**src/rtl/cart_mem_arbiter.sv**
```systemverilog
// Cartridge SDRAM channel arbiter: sequences HPS download writes and console
// cartridge reads onto one memory channel. It generates the download
// back-pressure, and it derives the cartridge address mask from the size of the
// downloaded image.
module cart_mem_arbiter #(
    parameter int unsigned ADDR_W = 19,
    parameter int unsigned DL_W   = 25
) (
    input  logic              clk_sys,
    input  logic              reset_n,
    input  logic              dl_active,
    input  logic              dl_wr,
    input  logic [DL_W-1:0]   dl_addr,
    input  logic [7:0]        dl_data,
    output logic              dl_wait,
    input  logic              cpu_rd,
    input  logic [ADDR_W-1:0] cpu_addr,
    output logic [7:0]        cpu_data,
    output logic              cpu_valid,
    output logic [DL_W-1:0]   mem_addr,
    output logic              mem_rd,
    output logic              mem_wr,
    output logic [7:0]        mem_din,
    input  logic [7:0]        mem_dout,
    input  logic              mem_busy,
    output logic [ADDR_W-1:0] rom_mask,
    output logic              large_rom
);

    localparam logic [1:0] ST_IDLE   = 2'd0;
    localparam logic [1:0] ST_ISSUE  = 2'd1;
    localparam logic [1:0] ST_SETTLE = 2'd2;
    localparam logic [1:0] ST_WAIT   = 2'd3;

    logic [1:0]        state_q, state_d;
    logic              op_wr_q, op_wr_d;
    logic              wr_pend_q, wr_pend_d;
    logic              rd_pend_q, rd_pend_d;
    logic [DL_W-1:0]   wr_addr_q, wr_addr_d;
    logic [7:0]        wr_data_q, wr_data_d;
    logic [ADDR_W-1:0] rd_addr_q, rd_addr_d;
    logic [DL_W-1:0]   mem_addr_q, mem_addr_d;
    logic              mem_rd_q, mem_rd_d;
    logic              mem_wr_q, mem_wr_d;
    logic [7:0]        mem_din_q, mem_din_d;
    logic [7:0]        cpu_data_q, cpu_data_d;
    logic              cpu_valid_q, cpu_valid_d;
    logic              dl_wait_q, dl_wait_d;
    logic              dl_active_q;
    logic [ADDR_W-1:0] size_max_q, size_max_d;
    logic [ADDR_W-1:0] size_fill;
    logic [ADDR_W-1:0] rom_mask_q, rom_mask_d;
    logic              large_rom_q, large_rom_d;

    logic wr_busy;
    logic rd_busy;
    logic wr_acc;
    logic rd_acc;
    logic rd_acc_mem;
    logic rd_acc_ff;

    // Request acceptance: a second request of a kind already queued or in flight is dropped
    assign wr_busy    = (state_q != ST_IDLE) && op_wr_q;
    assign rd_busy    = (state_q != ST_IDLE) && !op_wr_q;
    assign wr_acc     = dl_wr && !wr_pend_q && !wr_busy;
    assign rd_acc     = cpu_rd && !rd_pend_q && !rd_busy;
    assign rd_acc_mem = rd_acc && !dl_active;
    assign rd_acc_ff  = rd_acc && dl_active;

    // Next-state and registered-output logic of the channel sequencer
    always_comb begin
        state_d     = state_q;
        op_wr_d     = op_wr_q;
        wr_pend_d   = wr_pend_q | wr_acc;
        rd_pend_d   = rd_pend_q | rd_acc_mem;
        wr_addr_d   = wr_acc ? dl_addr : wr_addr_q;
        wr_data_d   = wr_acc ? dl_data : wr_data_q;
        rd_addr_d   = rd_acc_mem ? cpu_addr : rd_addr_q;
        mem_addr_d  = mem_addr_q;
        mem_din_d   = mem_din_q;
        mem_rd_d    = 1'b0;
        mem_wr_d    = 1'b0;
        cpu_data_d  = cpu_data_q;
        cpu_valid_d = 1'b0;

        // Cartridge reads during a download never reach memory; they see open bus
        if (rd_acc_ff) begin
            cpu_data_d  = 8'hFF;
            cpu_valid_d = 1'b1;
        end

        case (state_q)
            ST_IDLE: begin
                // A same-cycle request is issued directly so the minimum read latency holds
                if (wr_pend_d) begin
                    state_d    = ST_ISSUE;
                    op_wr_d    = 1'b1;
                    wr_pend_d  = 1'b0;
                    mem_wr_d   = 1'b1;
                    mem_addr_d = wr_addr_d;
                    mem_din_d  = wr_data_d;
                end else if (rd_pend_d) begin
                    state_d    = ST_ISSUE;
                    op_wr_d    = 1'b0;
                    rd_pend_d  = 1'b0;
                    mem_rd_d   = 1'b1;
                    mem_addr_d = DL_W'(rd_addr_d & rom_mask_q);
                end
            end
            ST_ISSUE: begin
                state_d = ST_SETTLE;
            end
            ST_SETTLE: begin
                // The memory raises busy one cycle late, so busy is ignored here
                state_d = ST_WAIT;
            end
            ST_WAIT: begin
                if (!mem_busy) begin
                    state_d = ST_IDLE;
                    if (!op_wr_q) begin
                        cpu_data_d  = mem_dout;
                        cpu_valid_d = 1'b1;
                    end
                end
            end
            default: begin
                state_d = ST_IDLE;
            end
        endcase

        dl_wait_d = wr_pend_d || ((state_d != ST_IDLE) && op_wr_d);
    end

    // Image size tracking and power-of-two mask derivation
    always_comb begin
        size_max_d = size_max_q;
        if (dl_active && !dl_active_q) begin
            size_max_d = '0;
        end
        if (wr_acc && (dl_addr[ADDR_W-1:0] > size_max_d)) begin
            size_max_d = dl_addr[ADDR_W-1:0];
        end

        size_fill = size_max_d;
        for (int unsigned s = 1; s < ADDR_W; s = s * 2) begin
            size_fill = size_fill | (size_fill >> s);
        end

        rom_mask_d  = rom_mask_q;
        large_rom_d = large_rom_q;
        if (!dl_active && dl_active_q) begin
            rom_mask_d  = size_fill;
            large_rom_d = size_fill[ADDR_W-1] | size_fill[ADDR_W-2];
        end
    end

    // State and output registers
    always_ff @(posedge clk_sys or negedge reset_n) begin
        if (!reset_n) begin
            state_q     <= ST_IDLE;
            op_wr_q     <= 1'b0;
            wr_pend_q   <= 1'b0;
            rd_pend_q   <= 1'b0;
            wr_addr_q   <= '0;
            wr_data_q   <= '0;
            rd_addr_q   <= '0;
            mem_addr_q  <= '0;
            mem_rd_q    <= 1'b0;
            mem_wr_q    <= 1'b0;
            mem_din_q   <= '0;
            cpu_data_q  <= 8'hFF;
            cpu_valid_q <= 1'b0;
            dl_wait_q   <= 1'b0;
            dl_active_q <= 1'b0;
            size_max_q  <= '0;
            rom_mask_q  <= '1;
            large_rom_q <= 1'b1;
        end else begin
            state_q     <= state_d;
            op_wr_q     <= op_wr_d;
            wr_pend_q   <= wr_pend_d;
            rd_pend_q   <= rd_pend_d;
            wr_addr_q   <= wr_addr_d;
            wr_data_q   <= wr_data_d;
            rd_addr_q   <= rd_addr_d;
            mem_addr_q  <= mem_addr_d;
            mem_rd_q    <= mem_rd_d;
            mem_wr_q    <= mem_wr_d;
            mem_din_q   <= mem_din_d;
            cpu_data_q  <= cpu_data_d;
            cpu_valid_q <= cpu_valid_d;
            dl_wait_q   <= dl_wait_d;
            dl_active_q <= dl_active;
            size_max_q  <= size_max_d;
            rom_mask_q  <= rom_mask_d;
            large_rom_q <= large_rom_d;
        end
    end

    assign dl_wait   = dl_wait_q;
    assign cpu_data  = cpu_data_q;
    assign cpu_valid = cpu_valid_q;
    assign mem_addr  = mem_addr_q;
    assign mem_rd    = mem_rd_q;
    assign mem_wr    = mem_wr_q;
    assign mem_din   = mem_din_q;
    assign rom_mask  = rom_mask_q;
    assign large_rom = large_rom_q;

endmodule
```
**config.mk**
```make
export PLATFORM = sky130hd
export DESIGN_NAME = cart_mem_arbiter
export DESIGN_NICKNAME = d
export VERILOG_FILES = /design/src/rtl/cart_mem_arbiter.sv
export SDC_FILE = /design/constraint.sdc
export NUM_CORES = 1
export LEC_CHECK = 0
export ABC_CLOCK_PERIOD_IN_PS = 9500
export BUFFER_PORTS_ARGS = -buffer_cell sky130_fd_sc_hd__buf_2
export CORE_MARGIN = 1.5
export CORE_UTILIZATION = 59
export CTS_CLUSTER_SIZE = 16
export DETAILED_ROUTE_END_ITERATION = 16
export PLACE_DENSITY_LB_ADDON = 0.3
export SYNTH_ARGS = -nofsm -noshare
export SYNTH_HDL_FRONTEND = slang
export SYNTH_SLANG_ARGS = --single-unit
```
**constraint.sdc**
```tcl
create_clock -name clk_sys -period 9.5 [get_ports clk_sys]
set_input_delay 2.85 -clock clk_sys [delete_from_list [all_inputs] [get_ports clk_sys]]
set_output_delay 2.85 -clock clk_sys [all_outputs]
set_load 0.01 [all_outputs]
```
# Word level (Yosys, flattened, before mapping)

Index checks and enable logic that the tools add are counted.

Flip-flop bits (word level): 142
Bits of input ports: 66
Output and inout port bits: 65

Magnitude comparators: 1
Eq/ne operators: 3
Mux-type cells: 30
Bitwise operators: 9
Reduce and logical (&&, ||, !) cells: 26

Operators with widths:

| cell                                                 | count |
|---|---|
| two-way mux 25 bit                                   | 3 |
| two-way mux 19 bit                                   | 3 |
| two-way mux 8 bit                                    | 5 |
| AND 19 bit                                           | 1 |
| greater-than comparator 19 bit                       | 1 |
| OR 19 x 11 -> 19 bit                                 | 1 |
| OR 19 x 15 -> 19 bit                                 | 1 |
| OR 19 x 17 -> 19 bit                                 | 1 |
| OR 19 x 18 -> 19 bit                                 | 1 |
| OR 19 x 3 -> 19 bit                                  | 1 |
| two-way mux 1 bit                                    | 15 |
| logical AND 1 bit                                    | 12 |
| case mux 2 bit (4 select lines)                      | 1 |
| logical NOT 1 bit                                    | 7 |
| two-way mux 2 bit                                    | 3 |
| nonzero test 2 bit                                   | 3 |
| equality test 2 bit (second input constant)          | 2 |
| AND reduction 2 bit                                  | 2 |
| OR 1 bit                                             | 3 |
| equality test 2 x 1 -> 1 bit (second input constant) | 1 |
| logical NOT 2 bit                                    | 1 |
| logical OR 1 bit                                     | 1 |

# Longest topological paths before layout

Gate-level depths: netlist (run 1).

Word-level depth: 12
Gate-level depth with buffers: 13
Gate-level depth less buffers: 9

# Worst setup path before layout (run 1)

OpenSTA, ideal clock, no wires.

Path kind: in2reg
From: input port dl_active
To: register size_max_q[0]
Library setup time: 0.125 ns
Arrival time: 5.470 ns
Data required time: 9.375 ns
Setup slack: 3.905 ns
Stages: 11
Path buffers: 3
Cell sequence: nand2b_1 clkbuf_1 buf_1 nand2_1 ha_1 nand4_1 or4_1 o21bai_1 a31oi_2 buf_2 mux2_2

Word-level cells in the longest chain between the ends: 5

RTL lines:

| item                           | RTL line | source |
|---|---|---|
| start: declaration             | 11       | `input logic dl_active,` |
| logical AND 1 bit (*)          | 137      | `if (dl_active && !dl_active_q) begin` |
| two-way mux 19 bit (*)         | 137      |  |
| greater-than comparator 19 bit | 140      | `if (wr_acc && (dl_addr[ADDR_W-1:0] > size_max_d)) begin` |
| logical AND 1 bit              | 140      |  |
| two-way mux 19 bit (*)         | 140      |  |
| via size_max_d[0]              | 50       | `logic [ADDR_W-1:0] size_max_q, size_max_d;` |
| end signal: assignment         | 194      | `size_max_q <= size_max_d;` |
| end: declaration               | 50       |  |

The timed path passes the listed nets; every way through them passes the cells marked *.
A chain may end at the register's enable or synchronous reset.

# Final worst setup path (run 1)

Same ends and word-level chain as after synthesis.

==> flow_summary.ini, run 1 <==
[outcome]
status = finished clean

[yosys]
ys.flop_type = dfrtp_1
netlist.area_leader.share_pct = 44.8
syn-instance-count = 580
syn_avg_cell_area_sq_um = 11.0
synthTopCellsByArea = dfrtp_1 45%, dfstp_2 11%, mux2_2 9.4%
syn-num-nets = 665
yosys.area.top_type = dfrtp_1
ys_types = 55
ys_ff_latch = 141
ys_warn_count = 0
synth_seq_area_share_pct = 56.0
synth_edf_count = 0
synth_area_sq_um = 6360
synthArstFlopShare_pct = 100

[sta]
fin_ws_ps = 3460
max_freq_ghz = 0.166
skew_ps = 7.70
rsz0062_at_grt = false
finalCritPeriodShare_pct = 63.6
slew_headroom_pct = 22.7
hold_violations = 0
setup-tns-final_ps = 0
setup_viol = 0
max_slew.worst_pin.slew_ps = 1150
slew_viol_final = 0
min_period_ps = 6040

[clock_network]
numCtsBuffers = 17
clock_sinks = 141
cts_tree = done
cts_buffer_depth = 2
clk_latency_ps = 530
cts_resized = 0
cts-root-buf = clkbuf_8
htreeDepth = 4
hold_buffers = 0
cts_setup_buffers = 0
cts.clk_slew.worst_paths_ps = 60

[floorplan]
io-pin-count = 131
coreArea_sq_um = 10400
start_util_pct = 61.1
num_rows = 37
die_y_um = 107
die_w_um = 107
dieArea_sq_um = 11400

[route]
wl_per_cell_um = 17.5
vias = 4921
viasPerCell = 5.76
drc_errors = 0
dr.pass1.iters = 4
antenna_left = 0
drtIter0Drc = 211
wl_um = 14900

[global_route]
grt.total_usage_pct = 28.1
grt_overflow_total = 0
antenna_found_initial = 0
grt_max_degree = 84
grt_pass1_vias = 5028
grt_first_pass_wirelength_um = 24700

[final_layout]
finalNonFillerCells = 855
area_growth_pct = 20.7
drive_above_1_share_pct = 37.1
layout.nets = 791
antenna_cells = 0

[placement]
dp_cells = 823
hpwl_um = 9940
pre_cts_ws_ps = 2950
portBuffers = 130
routabilityCongestion = 0.948

[critical_path]
cp_max_fo = 47
cp.arrival_ps = 6450
timing_worst_setup_path_type = input pin to flip-flop
r2r_setup_slack_ps = 5450
worstSetupStartpointType = input pin
cp.required_ps = 9910
crit_path_end_kind = flip-flop

[power]
cellLeakagePower_nw = 3.51
power_density_nw_per_um2 = 330
vdd_drop_max_mv = 0.161

[min_path]
hold_class = flip-flop to flip-flop

[job]
drv_cap = 0
worst paths after layout:
path / startpoint / end / depth (start not counted)
max in group asynchronous: reset_n / mem_din[2]$_DFFE_PN0P_ / 2
min in group asynchronous: reset_n / rd_addr_q[6]$_DFF_PN0_ / 1
worst min register to register: mem_din[1]$_DFFE_PN0P_ / mem_din[1]$_DFFE_PN0P_ / 2
worst max-delay path: dl_active / size_max_q[0]$_DFF_PN0_ / 10
worst max register to register: dl_active_q$_DFF_PN0_ / size_max_q[0]$_DFF_PN0_ / 9
worst min-delay path: mem_din[1]$_DFFE_PN0P_ / mem_din[1]$_DFFE_PN0P_ / 2
routing by layer:
metal | track usage [%] | share of wire [%]
met1 | 36.9 | 43
met4 | 10.0 | 1.8
met2 | 45.5 | 50
met5 | 0 | 0
met3 | 7.11 | 5.2
cell families (layout without fill, tap and decap cells):
group,after synthesis,in the layout,share of synthesized area [%]
adders and majority gates,19,19,3.74
and+or+nand+nor,214,214,15.6
buffers and inverters,35,174,2.50
muxes,56,56,9.85
AOI/OAI and AO/OA,115,115,12.3
DFF,141,141,56.0
layout make-up:
class	count	area (sq um)
clock buffer	20	455
timing repair buffer	135	694
multi-input combinational	404	2660
inverter	7	26.3
sequential	141	3560
clock inverter	12	110
fill	738	2740
tap	136	170
cell usage in the layout, fill, tap and decap left out, types with 3 or more instances in the layout:
cell,instances
nor3_1,9
a21oi_1,29
a211oi_2,5
clkinvlp_4,4
inv_1,6
clkbuf_8,4
mux2i_1,3
clkbuf_16,16
nand2b_1,3
dfstp_2,27
nor4_1,3
o22a_1,8
nand2_1,89
o21ai_0,27
buf_4,5
inv_6,3
mux2_2,53
nor2b_1,4
a211oi_1,21
nand3_1,11
nor2_1,70
o21a_1,3
buf_2,129
o211ai_1,3
clkinv_2,3
ha_1,19
a21o_1,3
dfrtp_1,114
nand3b_1,4
cell usage after synthesis (3+ instances only):
master    instances
a211oi_1         21
mux2i_1           3
o22a_1            8
clkbuf_1         13
ha_1             19
a211oi_2          5
o211ai_1          3
inv_1             6
nand2_1          89
o21ai_0          27
nand3_1          11
a21o_1            3
mux2_2           53
nand2b_1          3
nor4_1            3
buf_2            10
dfrtp_1         114
a21oi_1          29
nor2_1           70
nand3b_1          4
o21a_1            3
dfstp_2          27
nor3_1            9
and3b_1           3
nor2b_1           4
where the power goes:
| group | switching (W) | internal [W] |
|---|---|---|
| clock | 0.000256 | 0.000369 |
| combinational | 0.000482 | 0.000386 |
| sequential | 0.000133 | 0.000905 |
per-stage QoR:
stage / instance area (sq um) / utilization, % / hold slack [ps] / total power, W
final: 7680 / 73.7 / 470 / 0.00253
after global placement: 7110 / 68.3 / 455 / 0.00185
after floorplan: 6360 / - / 472 / 0.00161
after global routing: 7680 / 73.7 / 503 / 0.00270
after detailed placement: 7110 / 68.3 / 456 / 0.00190
after CTS: 7680 / 73.7 / 472 / 0.00254
worst max-delay path, cell delays in order:
cell and delay, ps:
buf_2 130, nand2b_1 570, nand2_1 240, ha_1 350, nand4_1 100, or4_1 550
o21bai_1 220, a31oi_4 500, buf_4 510, mux2_2 390
flip-flops by register name (all words and copies together) (netlist names), 2 cells and up:
name and cells:
mem_din 8, cpu_data 8, state_q 2, size_max_q 19
wr_addr_q 25, mem_addr 25, rom_mask 19, rd_addr_q 19
wr_data_q 8
(Power assumes the default switching activity.)
==> run 2, diff against run 1 <==
--- a/config.mk
+++ b/config.mk
@@ -5,10 +5,10 @@
 export SDC_FILE = /design/constraint.sdc
 export NUM_CORES = 1
 export LEC_CHECK = 0
-export ABC_CLOCK_PERIOD_IN_PS = 9500
+export ABC_CLOCK_PERIOD_IN_PS = 5400
 export BUFFER_PORTS_ARGS = -buffer_cell sky130_fd_sc_hd__buf_2
 export CORE_MARGIN = 1.5
-export CORE_UTILIZATION = 59
+export CORE_UTILIZATION = 50
 export CTS_CLUSTER_SIZE = 16
 export DETAILED_ROUTE_END_ITERATION = 16
 export PLACE_DENSITY_LB_ADDON = 0.3
==> constraint.sdc (replaced) <==
create_clock -name clk_sys -period 5.4 [get_ports clk_sys]
set_input_delay 1.62 -clock clk_sys [delete_from_list [all_inputs] [get_ports clk_sys]]
set_output_delay 1.62 -clock clk_sys [all_outputs]
set_load 0.01 [all_outputs]
==> flow_summary.ini, run 2 (synthesis gave the netlist of run 1 again) <==
[final_layout]
area_growth_pct = 22.3
nFillCells = 1044
layout.nets = 795
antenna_cells = 0
drive_above_1_share_pct = 37.3
layout_commonest_cell = buf_2
final_cell_mix = 129 x buf_2, 114 x dfrtp_1, 89 x nand2_1, 70 x nor2_1, 53 x mux2_2
final_cell_area_sq_um = 7780

[power]
vdd_drop_max_mv = 0.286
p_total_w = 0.00451
power_density_nw_per_um2 = 579
cellLeakagePower_nw = 3.53

[clock_network]
numCtsBuffers = 17
cts.clk_slew.worst_paths_ps = 60
clock_sinks = 141
cts_buffer_depth = 2
clk_latency_ps = 420
cts_resized = 0
hold_buffers = 0
cts_tree = done
cts_setup_buffers = 0
htreeDepth = 4
cts-root-buf = clkbuf_16

[placement]
hpwl_um = 10400
routabilityCongestion = 0.844
portBuffers = 130
placed_cell_area_sq_um = 7200

[global_route]
antenna_found_initial = 0
grt.total_usage_pct = 24.0
grt_first_pass_wirelength_um = 24500
grt_overflow_total = 0
grt_max_degree = 114
grt_pass1_vias = 4799

[sta]
finalCritPeriodShare_pct = 82.5
rsz0062_at_grt = false
max_freq_ghz = 0.224
slew_headroom_pct = 29.3
skew_ps = 5.64
setup_viol = 0
hold_violations = 0
min_period_ps = 4460
max_slew.worst_pin.slew_ps = 1060
slew_viol_final = 0
setup-tns-final_ps = 0

[critical_path]
timing_worst_setup_path_type = input pin to flip-flop
crit_buf_inv = 2
worstPathCellList = buf_2 -> nand2b_1 -> nand2_1 -> ha_1 -> nand4_1 -> or4_1 -> o21bai_1 -> a31oi_4 -> buf_12 -> mux2_2
cp_max_fo = 39
crit_path_end_kind = flip-flop
slowest_stage = or4_1
worstSetupStartpointType = input pin
cp.arrival_ps = 4760
slowest_delay_ps = 560
cp_top_family = simple AND/OR/NAND/NOR gates
cp.required_ps = 5700

[floorplan]
coreArea_sq_um = 12500
start_util_pct = 50.8
dieArea_sq_um = 13400
num_rows = 41
die_y_um = 116
io-pin-count = 131
die_w_um = 116

[route]
drc_errors = 0
antenna_left = 0
drtIter0Drc = 259
viasPerCell = 5.46
wl_per_cell_um = 17.1
dr.pass1.iters = 4
wl_um = 15300
vias = 4889

[job]
drv_cap = 0

[min_path]
hold_class = flip-flop to flip-flop

[outcome]
status = finished clean
[run 2: cell types whose count changed in the layout (fill, tap and decap cells not counted), moves of 2 or more]
| cell | previous run | this run |
|---|---|---|
| buf_4 | 5 | 8 |
| clkbuf_8 | 4 | 1 |
| clkinvlp_4 | 4 | 6 |
| inv_6 | 3 | 1 |
[run 2: path summary, 6_finish.rpt]
path                                        startpoint                 endpoint  slack (ps)  cells past startpoint
worst max-delay path                         dl_active  size_max_q[0]$_DFF_PN0_         940                     10
worst min-delay path            mem_din[1]$_DFFE_PN0P_   mem_din[1]$_DFFE_PN0P_         470                      2
worst max register to register   dl_active_q$_DFF_PN0_  size_max_q[0]$_DFF_PN0_        1830                      9
worst min register to register  mem_din[1]$_DFFE_PN0P_   mem_din[1]$_DFFE_PN0P_         470                      2
max in group asynchronous                      reset_n  wr_addr_q[15]$_DFF_PN0_        3080                      2
min in group asynchronous                      reset_n   wr_addr_q[7]$_DFF_PN0_        1330                      1
[run 2: cell type report]
type | count | area [sq um] | area share [%]
clock buffers | 19 | 443 | 5.69
clock inverters | 13 | 141 | 1.82
inverters | 7 | 26.3 | 0.338
multi-input cells | 404 | 2660 | 34.2
flip-flops and latches | 141 | 3560 | 45.8
well taps | 172 | 215 | 2.76
repair buffers | 139 | 737 | 9.47
[run 2: through the flow]
step / worst slack, ps / cells / hold WS [ps] / utilization, %
6_report: 943 / 895 / 469 / 62.2
5_1_grt: 691 / 895 / 500 / 62.2
4_1_cts: 961 / 895 / 471 / 62.2
3_5_place_dp: 495 / 863 / 457 / 57.5
3_3_place_gp: 631 / 863 / 454 / 57.5
2_1_floorplan: 1030 / 580 / 472 / -
[run 2: where the power goes]
group,internal [W],total [W],switching [W]
combinational,0.000691,0.00154,0.000850
sequential,0.00159,0.00182,0.000233
clock,0.000692,0.00114,0.000452
total,0.00297,0.00451,0.00153
[run 2: routing by layer]
layer  track usage [%]  up-vias  wire [um]
met5                 0        -          0
met4              8.05        0        255
met1              32.4     2422       6720
met2              38.2      134       7590
met3              5.70       22        757
li1                  -     2311          -
[run 2: tightest hold or removal path: cells and delay by family (launching register included)]
kind	cells	cell delay [ps]
flops	1	330
simple gates	2	110
==> run 3, diff against run 2 <==
--- a/config.mk
+++ b/config.mk
@@ -5,7 +5,8 @@
 export SDC_FILE = /design/constraint.sdc
 export NUM_CORES = 1
 export LEC_CHECK = 0
-export ABC_CLOCK_PERIOD_IN_PS = 5400
+export ABC_AREA = 1
+export ABC_CLOCK_PERIOD_IN_PS = 3940
 export BUFFER_PORTS_ARGS = -buffer_cell sky130_fd_sc_hd__buf_2
 export CORE_MARGIN = 1.5
 export CORE_UTILIZATION = 50
==> constraint.sdc (replaced) <==
create_clock -name clk_sys -period 3.94 [get_ports clk_sys]
set_input_delay 1.182 -clock clk_sys [delete_from_list [all_inputs] [get_ports clk_sys]]
set_output_delay 1.182 -clock clk_sys [all_outputs]
set_load 0.01 [all_outputs]
==> flow_summary.ini, run 3 <==
[yosys]
ys_warn_count = 0
ys_ff_latch = 141
synthArstFlopShare_pct = 100
syn_avg_cell_area_sq_um = 9.38
synth.most_common_cell = nand2_1
netlist.area_leader.share_pct = 44.0
syn-instance-count = 691
yosys-top-cells-count = 157 x nand2_1, 114 x dfrtp_1, 86 x inv_1, 80 x nor2_1, 28 x nand3_1
syn-num-nets = 776
ys_types = 37
synth_edf_count = 0
synth_seq_area_share_pct = 55.0
yosys.area.top_type = dfrtp_1
ys.flop_type = dfrtp_1
synth_area_sq_um = 6480
synthTopCellsByArea = dfrtp_1 44%, dfstp_2 11%, nand2_1 9.1%

[global_route]
grt_pass1_vias = 5304
antenna_found_initial = 0
grt.total_usage_pct = 24.7
grt_overflow_total = 0
grt_max_degree = 54
grt_first_pass_wirelength_um = 25600

[sta]
fin_ws_ps = 570
min_period_ps = 3370
hold_violations = 0
finalCritPeriodShare_pct = 85.5
max_freq_ghz = 0.297
setup-tns-final_ps = 0
slew_viol_final = 0
rsz0062_at_grt = false
slew_headroom_pct = 54.0
skew_ps = 8.49
setup_viol = 0
fin_hold_ws_ps = 475
max_slew.worst_pin.slew_ps = 689

[route]
wl_per_cell_um = 15.4
vias = 5129
wl_um = 15700
antenna_left = 0
viasPerCell = 5.05
dr.pass1.iters = 4
drtIter0Drc = 352
drc_errors = 0

[critical_path]
cp.required_ps = 4290
reg2reg_depth = 19
cp.arrival_ps = 3720
cp_max_fo = 14
worstSetupStartpointType = input pin
crit_path_end_kind = flip-flop
timing_worst_setup_path_type = input pin to flip-flop

[final_layout]
drive_above_1_share_pct = 29.9
layout.nets = 916
final_util_pct = 62.9
area_growth_pct = 22.6
antenna_cells = 0
layout_commonest_cell = nand2_1
final_cell_mix = 157 x nand2_1, 129 x buf_2, 114 x dfrtp_1, 86 x inv_1, 80 x nor2_1
nFillCells = 1088
multiInputGateArea_sq_um = 2440
register_area_sq_um = 3560
final_cell_area_sq_um = 7940

[outcome]
status = finished clean

[clock_network]
numCtsBuffers = 17
hold_buffers = 0
clk_latency_ps = 420
cts.clk_slew.worst_paths_ps = 60
clock_sinks = 141
cts_setup_buffers = 0
cts_resized = 0
htreeDepth = 4
cts_buffer_depth = 2
cts_tree = done
cts-root-buf = clkbuf_16

[placement]
routabilityCongestion = 0.922
hpwl_um = 11400
placed_cell_area_sq_um = 7350
pre_cts_ws_ps = 170
portBuffers = 130

[floorplan]
die_y_um = 117
io-pin-count = 131
num_rows = 41
start_util_pct = 51.4
coreArea_sq_um = 12600
dieArea_sq_um = 13700
die_w_um = 117

[power]
vdd_drop_max_mv = 0.689
power_density_nw_per_um2 = 836
cellLeakagePower_nw = 4.17

[job]
drv_cap = 0

[min_path]
whs_path_depth = 2
hold_class = flip-flop to flip-flop
## run 3: cell types whose count changed after synthesis, moves of 11 or more
| cell | before | now |
|---|---|---|
| inv_1 | 6 | 86 |
| nand2_1 | 89 | 157 |
| mux2_2 | 53 | 19 |
| a31oi_1 | 2 | 27 |
| a211oi_1 | 21 | 0 |
| a21oi_1 | 29 | 10 |
| nand3_1 | 11 | 28 |
| mux2i_1 | 3 | 16 |
| o21ai_0 | 27 | 16 |
## run 3: per-layer routing
| layer | global-route usage, % | wire length (um) | vias to the layer above |
|---|---|---|---|
| li1 | - | - | 2477 |
| met1 | 30.3 | 6680 | 2494 |
| met2 | 43.5 | 8010 | 140 |
| met3 | 6.33 | 783 | 18 |
| met4 | 6.75 | 193 | 0 |
| met5 | 0 | 0 | - |
## run 3: critical path, cell delays in order
cell and delay (ps):
buf_2 90, inv_1 60, nor2_1 140, inv_1 90, buf_12 150, nand2_1 90, ha_1 250, nand2_1 90
inv_1 40, nand2_1 60, nand2_1 50, a21oi_1 220, nand3_2 160, nand2_4 200, nand2_1 80, nand2_1 100
nand3_2 150, nor2_4 190, nand3_2 140, nor2_1 130, nor2_1 50
## run 3: worst paths after layout
path	slack, ps	startpoint	endpoint
min	480	wr_data_q[6]$_DFF_PN0_	wr_data_q[6]$_DFF_PN0_
max reg2reg	1090	dl_active_q$_DFF_PN0_	rom_mask[3]$_DFFE_PN1P_
max	570	dl_active	rom_mask[3]$_DFFE_PN1P_
min in group asynchronous	720	reset_n	wr_addr_q[6]$_DFF_PN0_
max in group asynchronous	2390	reset_n	rom_mask[5]$_DFFE_PN1P_
min reg2reg	480	wr_data_q[6]$_DFF_PN0_	wr_data_q[6]$_DFF_PN0_
## run 3: cell type report
class                           instances  share of cell area (%)
Clock inverter                          9                    1.40
Sequential cell                       141                    44.8
Clock buffer                           23                    6.02
Inverter                               93                    4.39
Multi-Input combinational cell        434                    30.7
Timing Repair Buffer                  144                    9.91
Tap cell                              172                    2.71
## run 3: report_power, final
part / internal (W) / switching, W / leakage [nW]
clock network: 0.000984 / 0.000606 / 0.284
registers: 0.00217 / 0.000291 / 1.66
logic: 0.000983 / 0.00161 / 2.23
total: 0.00413 / 0.00250 / 4.17
## run 3: cell families (layout without fill, tap and decap cells)
| kind of cell | count (synthesis) | after routing | share of synthesized area (%) |
|---|---|---|---|
| muxes | 35 | 35 | 5.77 |
| AOI/OAI and AO/OA | 73 | 73 | 6.80 |
| adders and majority gates | 19 | 19 | 3.67 |
| and+or+nand+nor | 307 | 307 | 21.4 |
| buffers and inverters | 116 | 269 | 7.37 |
| DFF | 141 | 141 | 55.0 |
## run 3: through the flow
step | instances | power [W]
after floorplan | 691 | 0.00422
after global placement | 984 | 0.00494
after detailed placement | 984 | 0.00506
after CTS | 1016 | 0.00669
after global routing | 1016 | 0.00714
final | 1016 | 0.00664
